[src/rtl/imm_gen_pipe.sv]
// imm_gen_pipe: registered RISC-V immediate generator for the decode stage.
// Each accepted instruction is decoded to {imm, fmt, pc + imm} and presented
// one cycle later. An output register plus one skid entry absorb downstream
// stalls, so in_ready is a flop output with no path from out_ready.
module imm_gen_pipe #(
  parameter int XLEN = 32
) (
  input  logic            clk,
  input  logic            reset,
  input  logic            in_valid,
  output logic            in_ready,
  input  logic [31:0]     in_inst,
  input  logic [XLEN-1:0] in_pc,
  output logic            out_valid,
  input  logic            out_ready,
  output logic [XLEN-1:0] out_imm,
  output logic [2:0]      out_fmt,
  output logic            out_illegal,
  output logic [XLEN-1:0] out_target
);

  // Only RV32 and RV64 datapaths are meaningful.
  if (XLEN != 32 && XLEN != 64) begin : g_bad_xlen
    $error("imm_gen_pipe: XLEN must be 32 or 64");
  end

  localparam bit IS64 = (XLEN == 64);

  typedef enum logic [2:0] {
    FMT_R   = 3'd0,
    FMT_I   = 3'd1,
    FMT_S   = 3'd2,
    FMT_B   = 3'd3,
    FMT_U   = 3'd4,
    FMT_J   = 3'd5,
    FMT_Z   = 3'd6,
    FMT_ILL = 3'd7
  } fmt_t;

  // One buffered transaction: everything downstream needs, already decoded.
  typedef struct packed {
    logic [XLEN-1:0] imm;
    fmt_t            fmt;
    logic [XLEN-1:0] target;
  } entry_t;

  logic [6:0]      opcode;
  logic [2:0]      funct3;
  fmt_t            dec_fmt;
  logic [XLEN-1:0] dec_imm;
  entry_t          dec;

  entry_t          out_q;
  entry_t          skid_q;
  logic            skid_full;
  logic            in_fire;
  logic            out_open;

  assign opcode = in_inst[6:0];
  assign funct3 = in_inst[14:12];

  // Classify the incoming instruction by opcode (and funct3 for SYSTEM).
  always_comb begin
    // NOTE: every always_comb output gets a default first so no path
    // through the case leaves it unassigned, which would infer a latch.
    dec_fmt = FMT_ILL;
    if (in_inst[1:0] == 2'b11) begin
      case (opcode)
        7'b0000011, 7'b0010011,
        7'b0001111, 7'b1100111: dec_fmt = FMT_I;
        7'b0100011:             dec_fmt = FMT_S;
        7'b1100011:             dec_fmt = FMT_B;
        7'b0110111, 7'b0010111: dec_fmt = FMT_U;
        7'b1101111:             dec_fmt = FMT_J;
        7'b0110011:             dec_fmt = FMT_R;
        7'b1110011:             dec_fmt = (funct3 == 3'b000) ? FMT_I : FMT_Z;
        7'b0011011:             dec_fmt = IS64 ? FMT_I : FMT_ILL;
        7'b0111011:             dec_fmt = IS64 ? FMT_R : FMT_ILL;
        default:                dec_fmt = FMT_ILL;
      endcase
    end
  end

  // Assemble the immediate; signed casts replicate inst[31] up to XLEN-1.
  always_comb begin
    dec_imm = '0;
    case (dec_fmt)
      FMT_I: dec_imm = XLEN'($signed(in_inst[31:20]));
      FMT_S: dec_imm = XLEN'($signed({in_inst[31:25], in_inst[11:7]}));
      FMT_B: dec_imm = XLEN'($signed({in_inst[31], in_inst[7], in_inst[30:25],
                                      in_inst[11:8], 1'b0}));
      FMT_J: dec_imm = XLEN'($signed({in_inst[31], in_inst[19:12], in_inst[20],
                                      in_inst[30:21], 1'b0}));
      FMT_U: dec_imm = XLEN'($signed({in_inst[31:12], 12'b0}));
      FMT_Z: dec_imm = XLEN'(in_inst[19:15]);
      default: dec_imm = '0;
    endcase
  end

  // Pack the decoded fields; the target wraps modulo 2^XLEN.
  always_comb begin
    dec.imm    = dec_imm;
    dec.fmt    = dec_fmt;
    dec.target = in_pc + dec_imm;
  end

  assign in_ready = !skid_full;
  assign in_fire  = in_valid && in_ready;
  // Output register may take new data: it is empty or being consumed now.
  assign out_open = !out_valid || out_ready;

  // Output register and skid entry; skid always drains ahead of new input.
  always_ff @(posedge clk or posedge reset) begin
    if (reset) begin
      // NOTE: both buffer entries are reset, not just their valid flags, so
      // the output fields read as zero straight out of reset.
      out_valid <= 1'b0;
      out_q     <= '0;
      skid_full <= 1'b0;
      skid_q    <= '0;
    end else begin
      // NOTE: non-blocking assignments keep every flop sampling the values
      // from before this edge, regardless of statement order.
      if (out_open) begin
        if (skid_full) begin
          out_q     <= skid_q;
          out_valid <= 1'b1;
          skid_full <= 1'b0;
        end else if (in_fire) begin
          out_q     <= dec;
          out_valid <= 1'b1;
        end else begin
          out_valid <= 1'b0;
        end
      end else if (in_fire) begin
        skid_q    <= dec;
        skid_full <= 1'b1;
      end
    end
  end

  assign out_imm     = out_q.imm;
  assign out_fmt     = out_q.fmt;
  assign out_illegal = (out_q.fmt == FMT_ILL);
  assign out_target  = out_q.target;

endmodule

[config.mk]
export PLATFORM = sky130hd
export DESIGN_NAME = imm_gen_pipe
export DESIGN_NICKNAME = d
export VERILOG_FILES = /design/src/rtl/imm_gen_pipe.sv
export SDC_FILE = /design/constraint.sdc
export NUM_CORES = 1
export LEC_CHECK = 0
export ABC_AREA = 1
export BUFFER_PORTS_ARGS = -buffer_cell sky130_fd_sc_hd__clkbuf_2
export CAP_MARGIN = 20
export CELL_PAD_IN_SITES_DETAIL_PLACEMENT = 1
export CELL_PAD_IN_SITES_GLOBAL_PLACEMENT = 1
export CORE_MARGIN = 2
export CORE_UTILIZATION = 41
export DETAILED_ROUTE_END_ITERATION = 8
export PLACE_DENSITY_LB_ADDON = 0.1
export RECOVER_POWER = 50
export SYNTH_ARGS = -nofsm -noshare
export SYNTH_HDL_FRONTEND = slang
export SYNTH_SLANG_ARGS = --single-unit
[constraint.sdc]
create_clock -name clk -period 4.2 [get_ports clk]
set_input_delay 0.21 -clock clk [delete_from_list [all_inputs] [get_ports clk]]
set_output_delay 0.21 -clock clk [all_outputs]
set_load 0.01 [all_outputs]
==> results of run 1 <==
==> registers in the layout (all words and copies together), names as in the netlist <==
signal,flops
out_fmt,3
out_imm,32
out_target,32
out_valid,1
skid_full,1
skid_q,67
==> power breakdown <==
group          leakage [nW]  internal, mW  switching (mW)  total (mW)
clock network         0.288         0.843           0.666        1.51
registers              1.73          1.53           0.109        1.64
logic                  2.89         0.273           0.563       0.836
total                  4.91          2.65            1.34        3.98
==> repair_timing <==
item / 4_1_cts / 5_1_grt
gates resized for setup: 0 / 1
hold endpoints to repair: 78 / 0
endpoints found under the setup margin: 0 / 1
hold buffers: 1 / 0
==> area by class of cell <==
cell class                      instances  area, um^2  share of cell area (%)
Multi-Input combinational cell        817        4120                    42.7
Sequential cell                       136        3400                    35.3
Timing Repair Buffer                  152         749                    7.77
Inverter                              121         454                    4.71
Clock buffer                           17         425                    4.41
Tap cell                              265         332                    3.44
Clock inverter                         15         160                    1.66
==> layer usage <==
layer | wire length [um] | up-vias | global-route usage (%)
met4 | 516 | 2 | 7.33
li1 | - | 3871 | -
met2 | 12400 | 200 | 41.9
met5 | 13 | - | 0
met3 | 1210 | 36 | 5.13
met1 | 13100 | 3784 | 37.0
==> stage by stage <==
| step | area [um^2] | power [mW] | setup slack [ns] | TNS [ns] | hold WS, ns |
|---|---|---|---|---|---|
| 3_5_place_dp | 9120 | 2.53 | -0.0383 | -0.0383 | 0.398 |
| 3_3_place_gp | 9120 | 2.51 | 0.0901 | 0 | 0.398 |
| 2_1_floorplan | 8140 | 2.17 | 0.351 | 0 | 0.333 |
| 4_1_cts | 9710 | 4.05 | 0.400 | 0 | 0.0285 |
| 5_1_grt | 9640 | 4.21 | 0.0829 | 0 | 0.0597 |
| 6_report | 9640 | 3.98 | 0.451 | 0 | 0.0428 |
==> placed cells by master, fill, tap and decap left out, types with 5 or more instances in the layout <==
| cell | n |
|---|---|
| dfrtp_1 | 135 |
| xor2_1 | 12 |
| nor3_1 | 11 |
| ha_1 | 31 |
| o211ai_1 | 6 |
| nor2_1 | 81 |
| nand4_1 | 5 |
| inv_8 | 5 |
| buf_4 | 10 |
| inv_1 | 117 |
| o21ai_0 | 129 |
| clkbuf_1 | 69 |
| o21bai_1 | 6 |
| o21ai_1 | 28 |
| a21oi_1 | 76 |
| clkbuf_2 | 69 |
| a31oi_1 | 6 |
| xnor2_1 | 6 |
| nand2_1 | 335 |
| clkbuf_16 | 17 |
| nand2_2 | 10 |
| o21a_1 | 7 |
| nand3_1 | 31 |
==> logic make-up (layout without fill, tap and decap cells) <==
logic type / after synthesis / in the layout / share of synthesized area (%)
flip-flops: 136 / 136 / 41.8
adder cells (fa/ha/maj): 32 / 32 / 5.01
buffers and inverters: 165 / 305 / 7.70
AO/OA/AOI/OAI: 274 / 274 / 18.3
XOR/XNOR: 18 / 18 / 1.94
AND/OR/NAND/NOR: 493 / 493 / 25.3
==> worst register-to-register path: cells and delay by family (launching register included) <==
family | cells | cell delay, ns
flops | 1 | 0.42
buf+inv | 3 | 1.28
compound gates | 2 | 0.27
simple gates | 3 | 0.35
==> worst paths after layout <==
kind | from | endpoint | slack (ns) | cells past startpoint
worst max-delay path | in_inst[6] | out_target[26] | 0.45 | 27
worst min-delay path | in_valid | out_valid | 0.04 | 3
worst max register to register | skid_full | out_imm[20] | 1.76 | 8
worst min register to register | out_imm[23] | out_imm[23] | 0.47 | 2
max in group asynchronous | reset | out_imm[6] | 0.82 | 4
min in group asynchronous | reset | out_target[3] | 1.40 | 3
==> flow_summary.yaml, run 1 <==
timing:
  setup_viol: 0
  timing.fmax_mhz: 267
  hold_viol: 0
  period_share_pct: 89.3
  skew_ns: 0.00704
  rsz0062_at_grt: "false"
  tightest_slew_ns: 3.02
  slew_violations: 81
  relSlewSlack_pct: -102
  period_minus_slack_ns: 3.75
cts:
  cts_buffers: 17
  clock_sinks: 136
  clockBufferDepth: 2
  cts_setup_buffers: 0
  cts_root_buffer: "clkbuf_16"
  clkLatencyLatePin_ns: 0.43
  cts.reportedPaths.clkPinSlew_ns: 0.06
  htreeDepth: 4
  cts_tree: "built"
synthesis:
  ys_seq_area_share_pct: 41.8
  synth_top_area_cell: "dfrtp_1"
  synth_ff_type: "dfrtp_1"
  syn_avg_cell_area_um2: 7.28
  syn-cell-area_um2: 8140
  synth_top_area_share_pct: 41.8
  yosysMostFrequentCell: "nand2_1"
  synth.area.top_cells: "dfrtp_1 (42%), nand2_1 (15%), o21ai_0 (8.0%), inv_1 (5.4%), ha_1 (4.8%)"
  synth_common_cells: "nand2_1 (335), dfrtp_1 (136), o21ai_0 (130)"
  ys_warn_count: 0
  synth-edff-count: 0
  post_synth_num_cell_types: 41
  synthArstFlopShare_pct: 100
  ys_ff_latch: 136
  postSynthCellCount: 1118
  syn_nets: 1218
power_and_ir_drop:
  peakVddDrop_mv: 0.288
  leakagePower_nw: 4.91
  power_density_nw_per_um2: 413
placed_design:
  place_inst: 1489
  port_buffers: 137
  dp_hpwl_mm: 20.4
  place_congestion: 0.934
floorplanning:
  initial_core_util_pct: 41.8
  core_um2: 19500
  rows: 51
  pin_count: 138
  die-area_um2: 21000
  die_w_um: 145
  die_h_um: 145
route:
  via_per_inst: 5.18
  drc: 0
  wl_per_cell_um: 17.9
  vias: 7893
  drtIter0Drc: 358
  wl_mm: 27.2
  dr.pass1.iters: 5
  antenna_left: 0
finish:
  post-route-util_pct: 49.5
  diodes: 0
  finish.net_count: 1345
  syn_to_final_growth_pct: 18.4
  num-fill-cells: 2568
  fin_cells: 1523
  drive_above_1_share_pct: 12.0
global_route:
  grt_pass1_vias: 8077
  gr-total-overflow: 0
  grt_use_total_pct: 26.4
  grt_pass1_wl_mm: 44.0
  grt_max_degree: 97
  antenna_found_initial: 1
status:
  status: "complete, but fails checks"
  violations: "capacitance limit, slew limit"
worst_hold_path:
  hp-class: "input port to flip-flop"
critical_path:
  cp_max_fo: 9
  max_stage_delay_ns: 0.43
  endpoint_kind: "flip-flop"
  crit_path_start_kind: "input port"
  crit_arrival_ns: 4.06
  crit_slowest_cell: "o21ai_0"
  critPathMostFrequentCell: "nand2_1"
  critPathRequiredTime_ns: 4.51
  critPathKind: "input port to flip-flop"
  critical-path-top-delay-family: "simple AND/OR/NAND/NOR gates"
  cp_num_buf_inv: 5
flow_run:
  drv_cap: 1
Power figures use the tool's default switching activity.
==> inputs of run 2 (changes only) <==
PLACE_DENSITY = 0.92   (was default)
PLACE_DENSITY_LB_ADDON = default   (was 0.1)
==> run 2 against run 1 <==
The flow still finishes with violations (capacitance limit, slew limit). Sequential power about the same. First-iteration DRC count is 44% higher. Sequential share of layout area is 0.091 points lower. Via count rose by 4.1%. Core utilization increased by 0.13 points. Global-route usage increased by 1.5 points. Final cell count barely moved. Worst setup slack is essentially flat. Flip-flop and latch count did not move. Worst hold slack better by 0.0026 ns. Count of clock-buffer cells in the layout stayed put. Clock skew is 0.0012 ns higher. Highest routed layer is now met4.
==> flow_summary.yaml, run 2 (synthesis results as in run 1) <==
route:
  drc: 0
  antenna_left: 0
  dr.pass1.iters: 5
  vias: 8219
  via_per_inst: 5.39
  wl_per_cell_um: 19.0
  drtIter0Drc: 515
  wl_mm: 28.9
timing:
  tightest_slew_ns: 1.95
  rsz0062_at_grt: "false"
  setup_viol: 0
  period_share_pct: 89.3
  relSlewSlack_pct: -29.8
  hold_viol: 0
  period_minus_slack_ns: 3.75
  timing.fmax_mhz: 267
  setup_ws_ns: 0.450
  slew_violations: 141
  hold_ws_ns: 0.0454
  finalSetupTns_ns: 0
  skew_ns: 0.00827
cts:
  clock_sinks: 136
  cts.reportedPaths.clkPinSlew_ns: 0.06
  cts_root_buffer: "clkbuf_16"
  cts_setup_buffers: 0
  cts_tree: "built"
  htreeDepth: 4
  clkLatencyLatePin_ns: 0.44
  cts_buffers: 17
  clockBufferDepth: 2
global_route:
  gr-total-overflow: 0
  grt_use_total_pct: 27.9
  grt_max_degree: 109
  grt_pass1_wl_mm: 46.3
  antenna_found_initial: 0
  grt_pass1_vias: 8557
worst_hold_path:
  hp-class: "input port to flip-flop"
placed_design:
  place_congestion: 0.944
  dpl_cell_area_um2: 9100
  dp_hpwl_mm: 21.4
  preCtsSetupSlack_ns: 0.0570
  port_buffers: 137
critical_path:
  max_stage_delay_ns: 0.39
  crit_arrival_ns: 4.07
  critPathKind: "input port to flip-flop"
  crit_slowest_cell: "o21ai_0"
  crit_path_start_kind: "input port"
  critPathMostFrequentCell: "nand2_1"
  cp_max_fo: 9
  endpoint_kind: "flip-flop"
  critPathRequiredTime_ns: 4.52
floorplanning:
  die-area_um2: 21000
  rows: 51
  die_h_um: 145
  die_w_um: 145
  initial_core_util_pct: 41.8
  core_um2: 19500
  pin_count: 138
finish:
  final_common_cell: "nand2_1"
  finish.net_count: 1346
  largest_reg_flops: 67
  layout_common_cells: "nand2_1 (335), dfrtp_1 (135), o21ai_0 (128)"
  drive_above_1_share_pct: 14.9
  fin_area_um2: 9670
  diodes: 0
  regMostFlops: "skid_q"
  syn_to_final_growth_pct: 18.7
power_and_ir_drop:
  power_density_nw_per_um2: 420
  switchingPower_mw: 1.39
  sw_frac_of_total_pct: 34.3
  leakagePower_nw: 5.01
  seqPwrFrac_pct: 40.6
  peakVddDrop_mv: 0.289
  p_comb_share_pct: 21.4
  intPower_mw: 2.67
  clkPwrFrac_pct: 38.0
flow_run:
  drv_cap: 3
status:
  violations: "capacitance limit, slew limit"
  status: "complete, but fails checks"
-- run 2: cell types whose count changed in the layout (fill, tap and decap cells not counted), sizes merged --
cell    delta
clkbuf     +1
-- run 2: power groups by stage --
stage / registers, mW / logic [mW] / clock network (mW)
after floorplan: 1.70 / 0.467 / 0
after global placement: 1.66 / 0.841 / 0
after detailed placement: 1.67 / 0.877 / 0
after CTS: 1.65 / 0.891 / 1.56
after global routing: 1.67 / 0.971 / 1.62
final: 1.65 / 0.869 / 1.54
-- run 2: routing by layer --
| layer | GRT usage, % | vias up | wire length (um) |
|---|---|---|---|
| met5 | 0 | - | 0 |
| met4 | 10.3 | 0 | 905 |
| li1 | - | 3884 | - |
| met1 | 37.5 | 4020 | 12900 |
| met2 | 45.5 | 255 | 13600 |
| met3 | 4.62 | 60 | 1450 |
-- run 2: layout make-up --
class,instances,area (um^2)
Clock buffer,17,425
Clock inverter,15,173
Fill cell,2525,9800
Inverter,121,455
Multi-Input combinational cell,817,4120
Sequential cell,136,3400
Tap cell,265,332
Timing Repair Buffer,153,761
-- run 2: final timing paths --
kind / from / end / slack [ns] / cells after the start
hold reg to reg: out_target[19] / out_target[19] / 0.48 / 2
min in group asynchronous: reset / out_target[3] / 0.65 / 3
hold / removal: in_valid / out_valid / 0.05 / 3
setup / recovery: in_inst[4] / out_target[26] / 0.45 / 27
max in group asynchronous: reset / skid_full / 0.96 / 4
setup reg to reg: skid_full / skid_q[56] / 1.42 / 7
-- run 2: critical path, delay by kind of cell --
| kind | cells | cell delay, ns |
|---|---|---|
| compound gates | 4 | 0.87 |
| simple gates | 15 | 1.72 |
| fa+ha+maj | 2 | 0.63 |
| buf+inv | 6 | 0.66 |
-- run 2: through the flow --
stage | util [%] | std cells | total power [mW]
CTS | 49.8 | 1522 | 4.10
global placement | 46.8 | 1490 | 2.50
finish | 49.7 | 1524 | 4.06
floorplan | - | 1118 | 2.17
detailed placement | 46.8 | 1490 | 2.55
global route | 49.7 | 1524 | 4.27
-- run 2: what timing repair did --
item	4_1_cts	5_1_grt
hold buffers	0	1
endpoints found under the hold margin	0	30
gates resized for setup	0	2
setup endpoints to repair	0	5
